**config.mk**
```make
export PLATFORM = sky130hd
export DESIGN_NAME = cv32e40x_obi_arbiter
export DESIGN_NICKNAME = d
export VERILOG_FILES = /design/src/rtl/cv32e40x_pkg.sv /design/src/rtl/cv32e40x_obi_arb_fifo.sv /design/src/rtl/cv32e40x_obi_arbiter.sv
export SDC_FILE = /design/constraint.sdc
export NUM_CORES = 1
export LEC_CHECK = 0
export BUFFER_PORTS_ARGS = -buffer_cell sky130_fd_sc_hd__buf_4
export CAP_MARGIN = 20
export CORE_AREA = 2 2 123 125
export CTS_CLUSTER_DIAMETER = 30
export DETAILED_ROUTE_END_ITERATION = 12
export DIE_AREA = 0 0 125 127
export GPL_ROUTABILITY_DRIVEN = 0
export HOLD_SLACK_MARGIN = 0.05
export PLACE_DENSITY = 0.46
export SKIP_LAST_GASP = 1
export SYNTH_ARGS = -nofsm -noshare
export SYNTH_HDL_FRONTEND = slang
export SYNTH_HIERARCHICAL = 1
export SYNTH_SLANG_ARGS = --single-unit
```
**constraint.sdc**
```tcl
create_clock -name clk -period 4.3 [get_ports clk]
set_input_delay 0.86 -clock clk [delete_from_list [all_inputs] [get_ports clk]]
set_output_delay 0.86 -clock clk [all_outputs]
set_load 0.05 [all_outputs]
```
**src/rtl/cv32e40x_pkg.sv**
```systemverilog
// Shared types for the OBI instruction/data arbiter.
package cv32e40x_pkg;

  typedef enum logic {
    ARB    = 1'b0,
    LOCKED = 1'b1
  } obi_arb_state_e;

  typedef enum logic {
    SRC_I = 1'b0,
    SRC_D = 1'b1
  } obi_arb_src_e;

  localparam int unsigned OBI_ARB_CNT_W = 4;

endpackage

```
**src/rtl/cv32e40x_obi_arb_fifo.sv**
```systemverilog
// Routing FIFO: remembers which requester owns each outstanding transfer.
module cv32e40x_obi_arb_fifo
  import cv32e40x_pkg::*;
#(
  parameter int unsigned DEPTH = 2
) (
  input  logic                     clk,
  input  logic                     rst_n,
  input  logic                     push_i,
  input  logic                     data_i,
  input  logic                     pop_i,
  output logic                     data_o,
  output logic                     empty_o,
  output logic                     full_o,
  output logic [OBI_ARB_CNT_W-1:0] count_o
);

  localparam int unsigned PW = (DEPTH > 1) ? $clog2(DEPTH) : 1;

  logic [DEPTH-1:0]         mem_q, mem_d;
  logic [PW-1:0]            wr_ptr_q, wr_ptr_d;
  logic [PW-1:0]            rd_ptr_q, rd_ptr_d;
  logic [OBI_ARB_CNT_W-1:0] count_q, count_d;
  logic                     pop_ok, push_ok;

  function automatic logic [PW-1:0] ptr_inc(input logic [PW-1:0] p);
    if (p == PW'(DEPTH - 1)) return '0;
    return p + PW'(1);
  endfunction

  assign empty_o = (count_q == '0);
  assign full_o  = (count_q == OBI_ARB_CNT_W'(DEPTH));
  assign count_o = count_q;
  assign data_o  = mem_q[rd_ptr_q];

  // A pop frees the head slot first, so a push into a full FIFO is legal alongside it.
  assign pop_ok  = pop_i & ~empty_o;
  assign push_ok = push_i & (~full_o | pop_ok);

  always_comb begin
    mem_d    = mem_q;
    wr_ptr_d = wr_ptr_q;
    rd_ptr_d = rd_ptr_q;
    count_d  = count_q;
    if (pop_ok) begin
      rd_ptr_d = ptr_inc(rd_ptr_q);
    end
    if (push_ok) begin
      mem_d[wr_ptr_q] = data_i;
      wr_ptr_d        = ptr_inc(wr_ptr_q);
    end
    case ({push_ok, pop_ok})
      2'b10:   count_d = count_q + OBI_ARB_CNT_W'(1);
      2'b01:   count_d = count_q - OBI_ARB_CNT_W'(1);
      default: count_d = count_q;
    endcase
  end

  always_ff @(posedge clk or negedge rst_n) begin
    if (!rst_n) begin
      mem_q    <= '0;
      wr_ptr_q <= '0;
      rd_ptr_q <= '0;
      count_q  <= '0;
    end else begin
      mem_q    <= mem_d;
      wr_ptr_q <= wr_ptr_d;
      rd_ptr_q <= rd_ptr_d;
      count_q  <= count_d;
    end
  end

endmodule

```
**src/rtl/cv32e40x_obi_arbiter.sv**
```systemverilog
// Two-master (instruction/data) to one-slave OBI arbiter with in-order response routing.
// Define CV32E40X_OBI_ARB_ROUND_ROBIN_EN for round-robin instead of data-first priority.
//
// state  | meaning
// ARB    | free to pick a requester each cycle (when not full)
// LOCKED | request presented but not granted; source held until m_gnt_i
module cv32e40x_obi_arbiter
  import cv32e40x_pkg::*;
#(
  parameter int unsigned MAX_OUTSTANDING = 2
) (
  input  logic        clk,
  input  logic        rst_n,
  input  logic        i_req_i,
  output logic        i_gnt_o,
  input  logic [31:0] i_addr_i,
  input  logic        i_we_i,
  input  logic [3:0]  i_be_i,
  input  logic [31:0] i_wdata_i,
  output logic        i_rvalid_o,
  output logic [31:0] i_rdata_o,
  output logic        i_err_o,
  input  logic        d_req_i,
  output logic        d_gnt_o,
  input  logic [31:0] d_addr_i,
  input  logic        d_we_i,
  input  logic [3:0]  d_be_i,
  input  logic [31:0] d_wdata_i,
  output logic        d_rvalid_o,
  output logic [31:0] d_rdata_o,
  output logic        d_err_o,
  output logic        m_req_o,
  input  logic        m_gnt_i,
  output logic [31:0] m_addr_o,
  output logic        m_we_o,
  output logic [3:0]  m_be_o,
  output logic [31:0] m_wdata_o,
  input  logic        m_rvalid_i,
  input  logic [31:0] m_rdata_i,
  input  logic        m_err_i,
  output logic [3:0]  outstanding_o
);

  obi_arb_state_e state_q, state_d;
  obi_arb_src_e   src_q, src_d;
  obi_arb_src_e   sel_src, pref_src, head_src;
  logic           sel_valid;
  logic           push, pop;
  logic           fifo_head, fifo_empty, fifo_full;

`ifdef CV32E40X_OBI_ARB_ROUND_ROBIN_EN
  obi_arb_src_e rr_q, rr_d;

  // rr_q holds the last granted source; the other one wins a tie.
  assign pref_src = (rr_q == SRC_D) ? SRC_I : SRC_D;
  assign rr_d     = push ? sel_src : rr_q;

  always_ff @(posedge clk or negedge rst_n) begin
    if (!rst_n) rr_q <= SRC_I;
    else        rr_q <= rr_d;
  end
`else
  assign pref_src = SRC_D;
`endif

  always_comb begin
    state_d   = state_q;
    src_d     = src_q;
    sel_valid = 1'b0;
    sel_src   = SRC_D;
    case (state_q)
      ARB: begin
        if (!fifo_full) begin
          if (d_req_i && i_req_i) sel_src = pref_src;
          else                    sel_src = d_req_i ? SRC_D : SRC_I;
          sel_valid = d_req_i | i_req_i;
        end
        if (sel_valid && !m_gnt_i) begin
          state_d = LOCKED;
          src_d   = sel_src;
        end
      end
      LOCKED: begin
        sel_valid = 1'b1;
        sel_src   = src_q;
        if (m_gnt_i) state_d = ARB;
      end
    endcase
    // Outputs must be quiet while reset is asserted, even with requests pending.
    if (!rst_n) sel_valid = 1'b0;
  end

  always_ff @(posedge clk or negedge rst_n) begin
    if (!rst_n) begin
      state_q <= ARB;
      src_q   <= SRC_I;
    end else begin
      state_q <= state_d;
      src_q   <= src_d;
    end
  end

  assign m_req_o = sel_valid;
  assign push    = sel_valid & m_gnt_i;
  assign i_gnt_o = push & (sel_src == SRC_I);
  assign d_gnt_o = push & (sel_src == SRC_D);

  always_comb begin
    m_addr_o  = '0;
    m_we_o    = 1'b0;
    m_be_o    = '0;
    m_wdata_o = '0;
    if (sel_valid) begin
      if (sel_src == SRC_D) begin
        m_addr_o  = d_addr_i;
        m_we_o    = d_we_i;
        m_be_o    = d_be_i;
        m_wdata_o = d_wdata_i;
      end else begin
        m_addr_o  = i_addr_i;
        m_we_o    = i_we_i;
        m_be_o    = i_be_i;
        m_wdata_o = i_wdata_i;
      end
    end
  end

  // Responses with nothing outstanding are stray and dropped.
  assign pop      = m_rvalid_i & ~fifo_empty;
  assign head_src = obi_arb_src_e'(fifo_head);

  assign i_rvalid_o = pop & (head_src == SRC_I);
  assign d_rvalid_o = pop & (head_src == SRC_D);
  assign i_rdata_o  = i_rvalid_o ? m_rdata_i : '0;
  assign d_rdata_o  = d_rvalid_o ? m_rdata_i : '0;
  assign i_err_o    = i_rvalid_o & m_err_i;
  assign d_err_o    = d_rvalid_o & m_err_i;

  cv32e40x_obi_arb_fifo #(
    .DEPTH (MAX_OUTSTANDING)
  ) u_fifo (
    .clk     (clk),
    .rst_n   (rst_n),
    .push_i  (push),
    .data_i  (sel_src),
    .pop_i   (pop),
    .data_o  (fifo_head),
    .empty_o (fifo_empty),
    .full_o  (fifo_full),
    .count_o (outstanding_o)
  );

endmodule
```
==> results.md <==
* Tot GR Track Use at 16.2%
* Post-CTS Setup Bufs at 0
* CTS H-Tree Depth at 1
* DR vias/cell at 4.70
* Post-Syn Area per Cell at 6.17 µm²
* Cell variety after synth at 40
* Clock Latency Late Sink at 0.24 ns
* First-pass GRT wire length at 21.4 mm
* Layout Skew at 0.00222 ns
* Drt first-iter violations at 169
* Site Rows at 44
* Top_reg_cell synth: dfrtp_1
* Min Hold Slack at 0.459 ns
* Number of global-route vias before repair at 3,855
* Peak supply drop at 0.393 mV
* Initial Util at 16.6%
* Clock Path Buffers at 2
* ANT cells at 0
* Final HPWL DP at 10.9 mm
* Most common cell after layout, fill and taps aside: buf_4
* Share of cells above drive strength 1 at 52.8%
* Fin crit period at 3.82 ns
* Syn nets at 569
* Critical path class: reg -> out
* Startpoint Class: flip-flop
* Clk sinks at 10
* Die Y at 127 µm
* Max-cap check violation count at 0
* Post-route ant nets at 0
* Area grow syn2layout at 109%
* CTS root buf: clkbuf_16
* Drt total wl at 14.3 mm
* R2R depth at 11
* Finish-stage setup viols at 0
* Lkg Pwr at 2.62 nW
* Dpl cell area at 4920 µm²
* Yosys top cell by area: a21oi_1
* Drt wl/cell at 16.6 µm
* Ports at 321
* Die area at 15,900 µm²
* Fillers at 1,604
* Worst-path clk slew at 0.04 ns
* Tcrit/Tclk final at 88.7%
* Ys async rst share at 100%
* Syn Inst Count at 388
* Mapped Area at 2390 µm²
* Worst endpoint required time at 3.44 ns
* Most frequent cells in the layout: buf_4 (328), a21oi_1 (71), nand3_1 (61)
* Final Hold Fails at 0
* Setup_tns at 0 ns
* Crit Path Max Fanout at 71
* YS warnings at 6
* Port Buf Inserts at 320
* Fmax at 262 MHz
* Pins Over Slew Limit at 0
* Post-synthesis sequential area ratio at 10.5%
* Post-synth top area share at 14.9%
* Initial antenna violation count at 0
* Min-delay worst type: in -> async
* Core Footprint at 14,400 µm²
* Gr ovfl total at 0
* Post-cts resize count at 0
* Largest net degree at the start of global routing at 72
* Worst Path Arrival at 2.96 ns
* R2R Setup Slk at 0.78 ns
* Worst Tran Pin Value at 0.820 ns
* Critical path capture point type: output port
* Post-synth EDFFs at 0
* Rel. slew slack at 45.3%
* Synth area leaders: a21oi_1 (15%), nand3_1 (13%), o21ai_0 (13%), dfrtp_1 (10%), and2_1 (8.9%)
* Die W at 125 µm
* Drc violations at 0
* Cts bufs inserted at 3
* Status: completed
* Nets at 856
* RSZ-0062 raised after global routing: no
* Vias at 4,030
* CTS Hold Bufs at 0
* Design area at 5010 µm²
* #FFs+latches synth at 10
* Detailed Routing Iterations Pass 1 at 4
* PwrDens at 615 nW/µm²
* CTS tree: done
## metal layers
layer | vias to the layer above | routed length (µm) | track usage, %
li1 | 1971 | - | -
met1 | 1846 | 5690 | 20.0
met2 | 196 | 7450 | 29.9
met3 | 17 | 898 | 2.39
met4 | 0 | 218 | 3.07
met5 | - | 0 | 0
## cells in the mapped netlist, types with 4 or more instances
cell	instances
and2_1	34
nand3_2	10
nor2_1	4
a21oi_1	71
and3_1	34
o21ai_0	60
nand3_1	61
buf_2	16
inv_1	7
dfrtp_1	10
clkbuf_1	25
o21ai_1	12
## state kept, by name, summed over array words and instances (netlist names)
signal	cells
u_fifo/rd_ptr_q	1
u_fifo/wr_ptr_q	1
state_q	1
u_fifo/count_o	4
u_fifo/mem_q	2
src_q	1
## worst max-delay path, cell delays in order, from the launching register on
cell	delay, ns
dfrtp_1	0.45
or4b_4	0.60
inv_1	0.17
o21ba_2	0.21
o21ai_4	0.13
buf_4	0.63
inv_1	0.13
and3_1	0.20
buf_4	0.18
## cell families after synthesis
| logic type | after synthesis | synth area share [%] |
|---|---|---|
| simple gates | 161 | 40.6 |
| buf+inv | 54 | 9.99 |
| fa+ha+maj | 4 | 2.41 |
| flops | 10 | 10.5 |
| mux | 5 | 2.30 |
| compound gates | 150 | 32.7 |
| xor+xnor | 4 | 1.46 |
## metrics by stage
stage | power, W | setup slack (ns) | cells | util (%)
3_5_place_dp | 0.00291 | 0.706 | 854 | 34.1
2_1_floorplan | 0.00208 | 0.507 | 388 | -
3_3_place_gp | 0.00288 | 0.774 | 854 | 34.1
5_1_grt | 0.00327 | 0.341 | 858 | 34.7
4_1_cts | 0.00311 | 0.434 | 858 | 34.7
6_report | 0.00308 | 0.485 | 858 | 34.7
## power by group
group          switching (W)  internal (W)
Clock              0.0000441      0.000140
Sequential         0.0000544      0.000141
Combinational        0.00187      0.000830
## final timing paths
path                                                from                             to
min in group clk             u_fifo/rd_ptr_q$_DFFE_PN0P_    u_fifo/rd_ptr_q$_DFFE_PN0P_
setup / recovery           u_fifo/count_o[0]$_DFFE_PN0P_                        d_gnt_o
hold / removal                                     rst_n  u_fifo/count_o[2]$_DFFE_PN0P_
max in group asynchronous                          rst_n              state_q$_DFF_PN0_
setup reg to reg           u_fifo/count_o[0]$_DFFE_PN0P_  u_fifo/count_o[3]$_DFFE_PN0P_
hold reg to reg              u_fifo/rd_ptr_q$_DFFE_PN0P_    u_fifo/rd_ptr_q$_DFFE_PN0P_
## layout make-up
class	count	area, µm²	share of cell area (%)
Timing Repair Buffer	329	2480	49.6
Tap cell	184	230	4.60
Multi-Input combinational cell	324	1930	38.5
Clock buffer	4	88.8	1.77
Sequential cell	10	250	5.00
Inverter	7	26.3	0.525
Note: power is estimated with default switching activity, not from simulation.
